## src/rtl/serdes_rx_deser.sv

```systemverilog
// Serial receiver/deserializer: oversampled UART-style framing (start, 8 data
// bits LSB first, optional parity, stop) with a valid/ready byte output.
// The serial line is double-synchronized before any decision is made.
module serdes_rx_deser #(
  parameter int CLKS_PER_BIT = 4,
  parameter int PARITY_ODD   = 0
) (
  input  logic       clk,
  input  logic       rst,
  input  logic       ser_in,
  input  logic       ser_en,
  input  logic       par_en,
  input  logic       data_ready,
  output logic [7:0] data_out,
  output logic       data_valid,
  output logic       par_err,
  output logic       frame_err,
  output logic       overrun,
  output logic       busy
);

  // Bit-period counter width; a single bit is kept as a floor for tiny values.
  localparam int CW = (CLKS_PER_BIT > 1) ? $clog2(CLKS_PER_BIT) : 1;
  // Terminal counts: half a bit into the start bit, one full bit thereafter.
  localparam logic [CW-1:0] HALF_LAST = CW'(CLKS_PER_BIT / 2 - 1);
  localparam logic [CW-1:0] FULL_LAST = CW'(CLKS_PER_BIT - 1);
  localparam logic          PAR_ODD   = (PARITY_ODD != 0);

  typedef enum logic [2:0] {
    IDLE   = 3'd0,
    START  = 3'd1,
    DATA   = 3'd2,
    PARITY = 3'd3,
    STOP   = 3'd4
  } state_t;

  // Synchronizer
  logic          sync1_q;
  logic          sync2_q;
  logic          s_in;

  // Receive FSM state
  state_t        state_q,   state_d;
  logic [CW-1:0] cnt_q,     cnt_d;
  logic [2:0]    bit_cnt_q, bit_cnt_d;
  logic [7:0]    shift_q,   shift_d;
  logic          par_en_q,  par_en_d;
  logic          par_bit_q, par_bit_d;

  // Output holding register and pulses
  logic [7:0]    data_out_q,   data_out_d;
  logic          data_valid_q, data_valid_d;
  logic          par_err_q,    par_err_d;
  logic          frame_err_q,  frame_err_d;
  logic          overrun_q,    overrun_d;

  // Frame-level events produced by the FSM for the output stage
  logic          frame_done;
  logic          frame_bad;
  logic          frame_par_err;
  logic          xfer;
  logic          sample_half;
  logic          sample_full;

  assign s_in = sync2_q;

  // Two-flop synchronizer on the asynchronous serial line; idles high.
  always_ff @(posedge clk or posedge rst) begin
    if (rst) begin
      sync1_q <= 1'b1;
      sync2_q <= 1'b1;
    end else begin
      sync1_q <= ser_in;
      sync2_q <= sync1_q;
    end
  end

  assign sample_half = (cnt_q == HALF_LAST);
  assign sample_full = (cnt_q == FULL_LAST);

  // FSM next-state: bit timing, shifting, and stop-bit outcome.
  always_comb begin
    state_d    = state_q;
    cnt_d      = cnt_q;
    bit_cnt_d  = bit_cnt_q;
    shift_d    = shift_q;
    par_en_d   = par_en_q;
    par_bit_d  = par_bit_q;
    frame_done = 1'b0;
    frame_bad  = 1'b0;

    if (state_q != IDLE && !ser_en) begin
      // Receiver disabled mid-frame: drop everything silently.
      state_d   = IDLE;
      cnt_d     = '0;
      bit_cnt_d = '0;
    end else begin
      case (state_q)
        IDLE: begin
          cnt_d     = '0;
          bit_cnt_d = '0;
          if (ser_en && !s_in) begin
            state_d   = START;
            par_en_d  = par_en;
            par_bit_d = 1'b0;
          end
        end

        START: begin
          if (sample_half) begin
            cnt_d   = '0;
            // A line that is back high at mid-start was only a glitch.
            state_d = s_in ? IDLE : DATA;
          end else begin
            cnt_d = cnt_q + CW'(1);
          end
        end

        DATA: begin
          if (sample_full) begin
            cnt_d   = '0;
            shift_d = {s_in, shift_q[7:1]};
            if (bit_cnt_q == 3'd7) begin
              bit_cnt_d = '0;
              state_d   = par_en_q ? PARITY : STOP;
            end else begin
              bit_cnt_d = bit_cnt_q + 3'd1;
            end
          end else begin
            cnt_d = cnt_q + CW'(1);
          end
        end

        PARITY: begin
          if (sample_full) begin
            cnt_d     = '0;
            par_bit_d = s_in;
            state_d   = STOP;
          end else begin
            cnt_d = cnt_q + CW'(1);
          end
        end

        STOP: begin
          if (sample_full) begin
            cnt_d      = '0;
            state_d    = IDLE;
            frame_done = s_in;
            frame_bad  = !s_in;
          end else begin
            cnt_d = cnt_q + CW'(1);
          end
        end

        default: begin
          state_d   = IDLE;
          cnt_d     = '0;
          bit_cnt_d = '0;
        end
      endcase
    end
  end

  // FSM and shift-path registers.
  always_ff @(posedge clk or posedge rst) begin
    if (rst) begin
      state_q   <= IDLE;
      cnt_q     <= '0;
      bit_cnt_q <= '0;
      shift_q   <= '0;
      par_en_q  <= 1'b0;
      par_bit_q <= 1'b0;
    end else begin
      state_q   <= state_d;
      cnt_q     <= cnt_d;
      bit_cnt_q <= bit_cnt_d;
      shift_q   <= shift_d;
      par_en_q  <= par_en_d;
      par_bit_q <= par_bit_d;
    end
  end

  assign xfer          = data_valid_q & data_ready;
  // Mismatch flag: data XOR parity bit should equal the configured sense.
  assign frame_par_err = par_en_q & ((^shift_q) ^ par_bit_q ^ PAR_ODD);

  // Output stage: hold a byte until accepted; a completed frame that finds
  // the holding register full and not draining is dropped as an overrun.
  always_comb begin
    data_out_d   = data_out_q;
    par_err_d    = par_err_q;
    data_valid_d = data_valid_q & ~xfer;
    overrun_d    = 1'b0;
    frame_err_d  = frame_bad;

    if (frame_done) begin
      if (!data_valid_q || xfer) begin
        data_out_d   = shift_q;
        par_err_d    = frame_par_err;
        data_valid_d = 1'b1;
      end else begin
        overrun_d = 1'b1;
      end
    end
  end

  // Output registers.
  always_ff @(posedge clk or posedge rst) begin
    if (rst) begin
      data_out_q   <= 8'h00;
      data_valid_q <= 1'b0;
      par_err_q    <= 1'b0;
      frame_err_q  <= 1'b0;
      overrun_q    <= 1'b0;
    end else begin
      data_out_q   <= data_out_d;
      data_valid_q <= data_valid_d;
      par_err_q    <= par_err_d;
      frame_err_q  <= frame_err_d;
      overrun_q    <= overrun_d;
    end
  end

  assign data_out   = data_out_q;
  assign data_valid = data_valid_q;
  assign par_err    = par_err_q;
  assign frame_err  = frame_err_q;
  assign overrun    = overrun_q;
  assign busy       = (state_q != IDLE);

endmodule

```

## config.mk

```make
export PLATFORM = sky130hd
export DESIGN_NAME = serdes_rx_deser
export DESIGN_NICKNAME = d
export VERILOG_FILES = /design/src/rtl/serdes_rx_deser.sv
export SDC_FILE = /design/constraint.sdc
export NUM_CORES = 1
export LEC_CHECK = 0
export BUFFER_PORTS_ARGS = -buffer_cell sky130_fd_sc_hd__buf_2
export CORE_ASPECT_RATIO = 0.75
export CORE_MARGIN = 10
export CORE_UTILIZATION = 30
export CTS_BUF_LIST = sky130_fd_sc_hd__clkbuf_4 sky130_fd_sc_hd__clkbuf_8
export DETAILED_ROUTE_END_ITERATION = 8
export SLEW_MARGIN = 30
export SYNTH_ARGS = -nofsm -noshare
export SYNTH_HDL_FRONTEND = slang
export SYNTH_SLANG_ARGS = --single-unit
```

## constraint.sdc

```tcl
create_clock -name clk -period 4.99 [get_ports clk]
set_clock_uncertainty 0.15 [all_clocks]
set_input_delay 0.499 -clock clk [delete_from_list [all_inputs] [get_ports clk]]
set_output_delay 0.499 -clock clk [all_outputs]
set_load 0.1 [all_outputs]
```

==> metrics list, run 1 <==
- Power share of the sequential group: 45.9%
- Most common cell after layout, fill and taps aside: dfrtp_1
- In this run the tightest slew margin relative to its limit is 60.6%.
* Outcome: completed
- Along the worst path, the maximum fanout reaches 16.
- For this run the aggregate overflow at the end of global routing stands at 0.
* Overall Power: 714 uW
- Maximum number of pins on one net before global-route repair: 33
- Clock-pin transition on the worst setup and hold timing paths: 0.06 ns
- In this run, post-CTS repair resized a total of 0 instances.
* Overall track demand over capacity in global routing: slightly below 8%
- Number of global-route vias before repair: 1093
- Leaving out fill and tap cells, the most frequent cells in the layout are dfrtp_1 (30), mux2_2 (19), buf_2 (18).
- Net Sw Frac: 36.3%
* Clock buffer count from CTS: 5
- In this run the power spent charging and discharging nets is 259 uW.
* Clk pwr share: 28.3%
- The first global-routing pass estimated 5220 um of wire.
- Summed over all nets, the half-perimeter wirelength after detailed placement is 2160 um.
- Initial antenna violation count: 0
- The signal on the critical path passes through or3_1 > buf_2.
- Biggest cell delay along the critical path: 0.55 ns
- For the pin with the worst max-slew slack, the measured transition is 0.587 ns.
- The analysis attributes to cell leakage a power of between 0.8 and 0.9 nW.
- Post-Route Utilization: 36.3%
- In this run the clock root is driven by a clkbuf_8.
* Vias per cell: 5.04
- Average routed wire per standard cell: around 15 um
* Sequential fraction of the synthesis area: 51.5%
- In this run the power density over the cells is slightly below 400 mW/mm2.
- The final layout contains routed wiring with a total length of approximately 3100 um.
* Arrival time of the worst setup path: 1.53 ns
- Worst skew pair latency: 0.28 ns
- Buffers inserted by post-CTS timing repair: 0
- The final hold violation count came to 0.
- For this configuration, the core starts out at a cell density of 31.5%.
* Max-cap violation count: 0
* Number of nets with antenna violations after detailed routing: 0
- The H-tree was split into 2 levels.
* Top_reg_cell synth: dfrtp_1
- After synthesis, the netlist uses 37 different library cells.
- Counting flops with an async set or reset pin after synthesis yields a share of 100%.
- Die Outline Area: 0.00851 mm2
- Antenna cells: 0
- The startpoint identified for the worst register-to-register timing path is cnt_q[0]$_DFF_PP0_.
* Clock tree from TritonCTS: yes
- Counting the fill cells in the layout gives 507.
- For the worst setup path, the data required time is 4.34 ns.
- In this run the standard cell core region covers 0.00495 mm2.
- Syn Area/Cell: 12.2 um2
* Synthesis-to-layout area growth: 15.2%
- In this run, synthesis inferred 0 flip-flops with an integrated enable.
- The critical path is of the reg2out type.
- In this run the worst hold path is classified as in2async.
- STA classifies the critical path endpoint as an output port.
* Min Clock Period, post-route: 2.18 ns
- In this run, the number of DRC markers left after iteration 0 of detailed routing was 37.
- Clk sinks: 32
* Tcrit/Tclk final: 43.7%
- Unrepaired setup endpoints after global routing: no
* Rows: 22
- Max Transition Viols Final: 0
* Width of the die: around 100 um
- Slowest stage cell on the critical path: dfrtp_1
- Routability congestion estimate from global placement: 0.806
- For flop-to-flop paths, the worst setup slack is ~2.9 ns.
* Comb power frac: between 20% and 30%
- The first TritonRoute pass finished after 4 iterations.
- Reg2Reg Depth: 4
- Measured along the y axis, the die boundary spans 82.4 um.
* Number of top-level design ports: 19
- After clock tree synthesis, the flow added hold-fix buffers numbering 0.
- STA classifies the critical path startpoint as a register.
- Count of port buffers added during placement: 18
* Reg2Reg Capture Point: shift_q[5]$_DFFE_PP0P_
- Static timing analysis puts the maximum clock frequency at 0.459 GHz.
- Register bit count reported by yosys: 32
- Setup violations, final: 0
- The final route contains about 1100 vias.
- The Yosys step of the flow raised 0 warnings.
- The number of nets in the synthesized netlist is 139.
- Maximum vdd drop: roughly 140 uV
- In this run the deepest clock path goes through 2 buffers.
- Adding up every negative setup slack in the final design gives 0 ns.
* Post-layout net count: 160
- After synthesis the cells add up to 0.00156 mm2.
- Layout cell share with drive strength beyond 1: 38.0%
- Count of unresolved DRC violations after routing: 0
- Internal power comes to 455 uW.
* Cells after Synth: 128
==> logic make-up after synthesis <==
kind of cell | share of synthesized area, %
and+or+nand+nor | 14.7
DFF | 51.5
muxes | 14.4
AOI/OAI and AO/OA | 7.14
buffers and inverters | 3.45
xor gates and xnor gates | 4.82
adders and majority gates | 4.01
==> layer usage <==
metal	track usage (%)	vias to the layer above	wire length, um
met2	12.1	22	1410
met5	0	-	0
met4	3.74	0	40
met3	2.82	4	149
li1	-	496	-
met1	9.75	537	1480
==> stage by stage <==
step / instances / hold WS [ns] / setup slack (ns) / area [um2]
after detailed placement: 202 / 0.199 / 2.86 / 1710
after CTS: 210 / 0.152 / 2.81 / 1800
final: 210 / 0.135 / 2.81 / 1800
after floorplan: 128 / 0.195 / 2.93 / 1560
after global routing: 210 / 0.151 / 2.72 / 1800
after global placement: 202 / 0.196 / 2.98 / 1710
==> sequential cells by signal (all words and copies together), names as in the netlist <==
signal,count
par_en_q,1
frame_err,1
par_bit_q,1
data_valid,1
overrun,1
data_out,8
state_q,3
par_err,1
s_in,1
shift_q,8
cnt_q,2
sync1_q,1
bit_cnt_q,3
==> power groups by stage <==
stage | Combinational, mW | Sequential (mW) | Clock [mW]
floorplan | 0.178 | 0.301 | 0
detailed placement | 0.185 | 0.331 | 0
CTS | 0.186 | 0.326 | 0.208
global placement | 0.179 | 0.329 | 0
finish | 0.185 | 0.327 | 0.202
global route | 0.207 | 0.333 | 0.219
==> critical path, delay by kind of cell (launching register included) <==
kind          cells  cell delay (ns)
flops             1             0.55
simple gates      1             0.40
buf+inv           1             0.29
==> area by class of cell <==
cell class                      count  area, um2  area share (%)
Timing Repair Buffer               19       97.6            5.43
Clock inverter                      1       5.00           0.279
Tap cell                           60       75.1            4.18
Sequential cell                    32        803            44.7
Multi-Input combinational cell     83        702            39.1
Clock buffer                        7       83.8            4.67
Inverter                            8       30.0            1.67
==> worst max path at each step <==
stage	startpoint	endpoint	slack [ns]	depth (start not counted)
2_1_floorplan	state_q[1]$_DFFE_PP0P_	busy	2.93	2
6_report	state_q[1]$_DFFE_PP0P_	busy	2.81	2
4_1_cts	state_q[0]$_DFFE_PP0P_	busy	2.81	2
5_1_grt	cnt_q[0]$_DFF_PP0_	shift_q[3]$_DFFE_PP0P_	2.72	4
3_5_place_dp	cnt_q[0]$_DFF_PP0_	shift_q[5]$_DFFE_PP0P_	2.86	4
3_3_place_gp	cnt_q[0]$_DFF_PP0_	shift_q[5]$_DFFE_PP0P_	2.98	4
==> synthesized netlist by cell type, types with 2 or more instances <==
cell,number,area (um2)
ha_1,5,62.6
dfstp_2,2,52.6
mux2_2,19,214
xnor2_1,6,52.6
inv_1,7,26.3
nand2_1,6,22.5
nor4_1,3,18.8
or3_1,2,12.5
a21oi_1,4,20.0
nor2_1,5,18.8
nor2b_1,2,12.5
o31ai_1,3,22.5
nor4b_1,3,26.3
buf_2,3,15.0
o21ai_0,5,25.0
nand3_1,3,15.0
dfrtp_1,30,751
No activity file was read; power rests on OpenSTA's default activity.
==> run 2: changes to the inputs <==
- clock period: 4.99 -> 2.15 ns (I/O delays scaled with it)
==> run 2 against run 1 <==
Via count decreased by 0.57%. Die area unchanged. Hold slack got worse by 0.13 ns. Non-clock buffer count increased by 5. Combinational power increased to 2.7 times the previous value. Flip-flop and latch count unchanged. Sequential share of layout area decreased by 1.4 points. Sequential power increased by 120%. Largest power group unchanged.
==> metrics list, run 2 (synthesis gave the netlist of run 1 again) <==
- The critical path is of the reg2reg type.
* Number of H-tree branching levels: 2 (unchanged)
* Worst Path Required: 2.16 ns (-2.18 ns)
- Area of the core region: 0.00495 mm2 (unchanged)
- Count of unresolved DRC violations after routing: 0 (unchanged)
- The total grt overflow came to 0 (unchanged).
* Number of failing hold endpoints at the final stage: 0 (unchanged)
* Maximum vdd drop: 284 uV (+100%)
* Antenna cells: 0 (unchanged)
- Rows: 22 (unchanged)
* Post-Route Utilization: 37.5% (+1.2 points)
* Post-layout net count: 165 (+3.1%)
- The aggregate routed wire length was 3090 um (+0.42%).
- The clock latency on the worst-skew pair came to 0.27 ns (about the same).
- The count of nets left with antenna violations after detail routing was 0 (unchanged).
* Leakage: 0.903 nW (+3.1%)
- HPWL after detailed placement: 2260 um (+4.7%)
- The DRC marker count from the first detailed-route iteration was 39 (+5.4%).
* Slowest stage cell on the critical path: dfrtp_1
- The maximum number of pins on one net before global-route repair came to 33 (unchanged).
- Overall Power: 1.72 mW (+140%)
- Vias per cell: 4.90 (-2.9%)
- The tightest min-delay check is of the in2reg type.
- The starting utilization of the core area was 31.5% (unchanged).
- Setup violations, final: 0 (unchanged)
- Routability congestion estimate from global placement: 0.804 (-0.20%)
- Leading cell types in the layout, fill and taps excluded: dfrtp_1 (30), mux2_2 (19), buf_2 (18)
* Overall track demand over capacity in global routing: 7.95% (+0.071 points)
- Worst setup EP type: register
- Width of the die: 103 um (unchanged)
- The cell count after placement is 205 (+1.5%).
* Tcrit/Tclk final: 92.5%
- The total negative slack for setup checks came to 0 ns (unchanged).
* Top delay family on crit path: compound AO/OA/AOI/OAI gates
- Maximum fanout along the worst path: 7 (-9)
- Max Transition Viols Final: 0 (unchanged)
- The actual slew at the worst max-slew pin was 0.498 ns (-0.0880 ns).
* First-pass GRT wire length: 5330 um (+2.1%)
* Final instance count without filler cells: 215 (+2.4%)
- Highest clock rate: ~0.50 GHz
- Clk Tree Root Cell: clkbuf_8
- Setup repair after global routing left no endpoint under its margin.
- Clk sinks: 32 (unchanged)
* Clock tree from TritonCTS: yes
- The critical path goes through ha_2 > nor3b_1 > o31ai_1 > a21boi_2 > mux2_2.
- Vias: 1053 (-0.57%)
* Critical path buffers and inverters: 0 (-1)
- The number of iterations in the first detailed-routing pass is 4 (unchanged).
- STA classifies the critical path startpoint as a register.
- The delay of the slowest critical-path stage was 0.41 ns (-0.14 ns).
- Clock buffer count from CTS: 5 (unchanged)
* Arrival time of the worst setup path: 2.00 ns (+0.47 ns)
- CTS max path bufs: 2 (unchanged)
* Max-cap violation count: 0 (unchanged)
* Count of port buffers added during placement: 18 (unchanged)
- Synthesis-to-layout area growth: 19.1%
- The number of antenna violations at the first check in global routing came to 0 (unchanged).
* Most common cell after layout, fill and taps aside: dfrtp_1
- Die Outline Area: 0.00851 mm2 (unchanged)
- Slack of the worst reg-to-reg path: 0.16 ns (-2.72 ns)
- Number of top-level design ports: 19 (unchanged)
- Pwr Density: 927 mW/mm2 (+130%)
* Outcome: completed
* Average routed wire per standard cell: 14.4 um (-1.9%)
- The die extent in y came to 82.4 um (unchanged).
* Number of global-route vias before repair: 1078 (-1.4%)
- The proportion of layout cells with a drive suffix above 1 came to 39.4% (+1.4 points).
- For the finished layout, the period the worst path requires is slightly below 2 ns.
* Count of filler cells inserted in the layout: 492 (-3.0%)
* Slew Limit Headroom: 67.0% (+6.4 points)
- The CTS clock-pin slew for the worst setup and hold paths was 0.07 ns (about the same).
run 2: changes by cell type in the layout (fill, tap and decap cells not counted), sizes merged:
cell         delta
buf             +3
dlygate4sd3     +2
clkbuf          +1
clkinv          -1
run 2: final cells by class:
| type | instances | area, um2 | area share (%) |
|---|---|---|---|
| Inverter | 8 | 30.0 | 1.62 |
| Timing Repair Buffer | 24 | 140 | 7.55 |
| Sequential cell | 32 | 803 | 43.3 |
| Clock buffer | 8 | 104 | 5.59 |
| Tap cell | 60 | 75.1 | 4.04 |
| Multi-Input combinational cell | 83 | 704 | 37.9 |
run 2: worst paths after layout:
check | startpoint | to | cells after the start
hold / removal | par_en | par_en_q$_DFFE_PP0P_ | 3
hold reg to reg | sync1_q$_DFF_PP1_ | s_in$_DFF_PP1_ | 0
setup reg to reg | cnt_q[0]$_DFF_PP0_ | state_q[1]$_DFFE_PP0P_ | 5
max in group asynchronous | rst | s_in$_DFF_PP1_ | 4
setup / recovery | cnt_q[0]$_DFF_PP0_ | state_q[1]$_DFFE_PP0P_ | 5
min in group asynchronous | rst | data_valid$_DFF_PP0_ | 4
run 2: timing repair:
| action | CTS | global route |
|---|---|---|
| hold endpoints to repair | 31 | 0 |
| setup endpoints to repair | 0 | 1 |
| hold buffers | 2 | 0 |
| buffers inserted | 0 | 0 |
| gates resized for setup | 0 | 1 |
run 2: power by group:
part | total [mW] | internal, mW | leakage (nW) | switching (mW)
Sequential | 0.723 | 0.652 | 0.435 | 0.0716
Combinational | 0.491 | 0.176 | 0.413 | 0.315
Clock | 0.508 | 0.304 | 0.0549 | 0.203
run 2: worst min-delay path: cells and delay by family:
kind	cells	cell delay (ns)
buffers and inverters	1	0.08
AO/OA/AOI/OAI	1	0.06
AND/OR/NAND/NOR	1	0.04
run 2: per-stage QoR:
step / cell area (um2) / hold WS (ns) / setup slack, ns
floorplan: 1560 / 0.0695 / 0.160
global placement: 1730 / 0.164 / 0.225
detailed placement: 1730 / 0.173 / 0.125
CTS: 1850 / 0.00446 / 0.109
global route: 1860 / 0.0281 / 0.0112
finish: 1860 / 0.00612 / 0.160
run 2: metal layers:
metal / GRT usage (%) / routed length (um)
met1: 10.3 / 1440
met2: 12.1 / 1390
met3: 3.40 / 229
met4: 1.66 / 19
met5: 0 / 0
==> run 3: changes to the inputs <==
- PLACE_DENSITY: unset -> 0.48
==> run 3 against run 2 <==
Sequential share of layout area shrank 0.58 points. Flip-flop and latch count is the same. Die area unchanged. Critical endpoint unchanged. Largest power group unchanged. Hold slack better by 0.11 ns. Clock power increased by 11%. Cell count grew 0.93%. Cell area up 1.3%. Worst setup slack got worse by 0.028 ns. Combinational power is 0.8% higher. Power rose by 3.0%.
==> metrics list, run 3 (synthesis gave the netlist of run 1 again) <==
- Vias: 1023 (-2.8%)
- The total negative slack for setup checks was 0 ns (unchanged).
- The sequential share of power is 40.4% (-1.6 points).
- The via count of the first global-routing pass was 1099 (+1.9%).
* Most common cell after layout, fill and taps aside: dfrtp_1
- The global placement routability congestion came to 0.816 (+1.5%).
- Arrival time of the worst setup path: 2.03 ns (+0.03 ns)
* Switching power summed over all nets: 603 uW (+2.2%)
- The number of clock sinks seen by CTS was 32 (unchanged).
* Comb power frac: 27.9% (-0.6 points)
- Reg2reg start: cnt_q[0]$_DFF_PP0_
* Clock buffer count from CTS: 5 (unchanged)
* Overflow left after global routing: 0 (unchanged)
- Pwr Density: 943 mW/mm2 (+1.6%)
- The wire length of the first global-routing pass came to 5400 um (+1.4%).
- HPWL after detailed placement: 2270 um (+0.27%)
- Number of failing hold endpoints at the final stage: 0 (unchanged)
- First element of the critical path: cnt_q[0]$_DFF_PP0_
- Overall track demand over capacity in global routing: 8.15% (+0.20 points)
- Layout cell share with drive strength beyond 1: 39.5% (+0.14 points)
* Slowest stage cell on the critical path: dfrtp_1
* Initial antenna violation count: 0 (unchanged)
* Number of nets with antenna violations after detailed routing: 0 (unchanged)
- The top cell types in the final layout, fill and taps aside, are dfrtp_1 (30), mux2_2 (19), buf_2 (18).
- Worst Path Class, Setup: reg2reg
- Number of DRC markers after the initial detailed-route iteration: 46 (+18%)
- Vertical die dimension: 82.4 um (unchanged)
* Width of the die: 103 um (unchanged)
* Maximum fanout along the worst path: 7 (unchanged)
* Number of top-level design ports: 19 (unchanged)
* Worst Path Required: 2.16 ns (about the same)
- The switching share of total power was 34.0% (-0.28 points).
- Min-Delay Path Class: in2reg
- Buffers inserted by post-CTS timing repair: 0 (unchanged)
* Slew Limit Headroom: 67.5% (+0.47 points)
- The number of iterations in the first detailed-routing pass came to 4 (unchanged).
- Clock-pin transition on the worst setup and hold timing paths: 0.06 ns (about the same)
- Slew at the pin with the worst max-slew slack: 0.491 ns (-0.00716 ns)
- The power consumption was 1.77 mW (+3.0%).
- Compared with the post-synthesis result, the final layout area differs by 20.7%.
- Series of cell instances along the critical path: ha_2 > nor3b_1 > o31ai_1 > a21boi_2 > mux2_2
- STA classifies the critical path endpoint as a register.
- Count of unresolved DRC violations after routing: 0 (unchanged)
- The standard cell core area is 0.00495 mm2 (unchanged).
- Tcrit/Tclk final: 93.9% (+1.3 points)
- The flow ran to the end, and the final reports show no timing, DRC or antenna violations.
- Max Transition Viols Final: 0 (unchanged)
* Rows: 22 (unchanged)
- Post-layout net count: 167 (+1.2%)
* Maximum number of pins on one net before global-route repair: 33 (unchanged)
- Vias per cell: 4.71 (-3.7%)
- Average routed wire per standard cell: 14.4 um (+0.39%)
- The starting utilization of the core area is 31.5% (unchanged).
- The cell sitting at the root of the clock tree is a clkbuf_8.
- CTS max path bufs: 2 (unchanged)
- The peak clock frequency supported by timing came to 0.496 GHz (-1.4%).
- The total inserted antenna cells was 0 (unchanged).
- STA classifies the critical path startpoint as a register.
- Max-cap violation count: 0 (unchanged)
- The floorplan die area was 0.00851 mm2 (unchanged).
* Min-delay src: data_ready
- The clock share of power was 31.7% (+2.2 points).
- The setup violation total in the final timing report was 0 (unchanged).
* Final wirelength: 3130 um (+1.3%)
- The quantity of I/O buffers inserted on ports came to 18 (unchanged).
* Worst skew pair latency: 0.28 ns (about the same)
- The static leakage power came to 0.912 nW (+0.98%).
- Unrepaired setup endpoints after global routing: no
* Number of H-tree branching levels: 2 (unchanged)
- Clock tree from TritonCTS: yes
- Internal cell power: 1.17 mW (+3.4%)
- Min Clock Period, post-route: 2.02 ns (+0.0282 ns)
- Biggest cell delay along the critical path: 0.41 ns (about the same)
- The peak ir drop on the vdd network was 249 uV (-12%).
==> run 3: cell types whose count changed in the layout (fill, tap and decap cells not counted), sizes merged <==
| cell | delta |
|---|---|
| buf | +1 |
| clkinvlp | +1 |
| dlygate4sd3 | +1 |
| clkbuf | -3 |
| bufinv | +1 |
| clkinv | +1 |
==> run 3: final cells by class <==
class | instances | area, um2
clock buffer | 5 | 68.8
multi-input combinational | 83 | 704
tap | 60 | 75.1
timing repair buffer | 26 | 158
sequential | 32 | 803
fill | 489 | 3070
inverter | 8 | 30.0
clock inverter | 3 | 42.5
==> run 3: metrics by stage <==
stage | instance area, um2 | cells | setup WS (ns) | hold slack [ns] | utilization [%]
2_1_floorplan | 1560 | 128 | 0.160 | 0.0695 | -
6_report | 1880 | 217 | 0.132 | 0.118 | 38.0
3_3_place_gp | 1740 | 206 | 0.199 | 0.172 | 35.1
4_1_cts | 1880 | 217 | 0.0688 | 0.110 | 37.9
5_1_grt | 1880 | 217 | 0.0241 | 0.120 | 38.0
3_5_place_dp | 1740 | 206 | 0.0976 | 0.171 | 35.1
==> run 3: worst max-delay path, delay by kind of cell, from the launching register on <==
| kind | cells | cell delay (ns) |
|---|---|---|
| compound gates | 2 | 0.64 |
| flops | 1 | 0.41 |
| mux | 1 | 0.35 |
| fa+ha+maj | 1 | 0.29 |
| simple gates | 1 | 0.07 |
==> run 3: repair_timing <==
item | in CTS | in global routing
resized for setup | 0 | 1
hold buffers | 3 | 0
setup endpoints to repair | 0 | 1
hold endpoints to repair | 32 | 0
==> run 3: per-layer routing <==
metal	up-vias	GRT usage (%)	part of all wire (%)
li1	505	-	-
met1	503	9.91	47
met2	13	12.9	47
met3	2	3.24	4.6
met4	0	2.91	0.54
met5	-	0	0
==> run 3: power by group through the flow <==
| stage | registers, mW | logic, mW | clock network (mW) |
|---|---|---|---|
| floorplan | 0.698 | 0.412 | 0 |
| global placement | 0.727 | 0.495 | 0 |
| detailed placement | 0.728 | 0.495 | 0 |
| CTS | 0.716 | 0.502 | 0.592 |
| global route | 0.727 | 0.556 | 0.612 |
| finish | 0.717 | 0.495 | 0.562 |
==> run 3: worst paths after layout <==
path / endpoint / slack (ns) / cells after the start
setup / recovery: state_q[1]$_DFFE_PP0P_ / 0.13 / 5
hold / removal: overrun$_DFF_PP0_ / 0.12 / 3
setup reg to reg: state_q[1]$_DFFE_PP0P_ / 0.13 / 5
hold reg to reg: s_in$_DFF_PP1_ / 0.21 / 0
max in group asynchronous: s_in$_DFF_PP1_ / 1.11 / 4
min in group asynchronous: data_valid$_DFF_PP0_ / 0.41 / 4
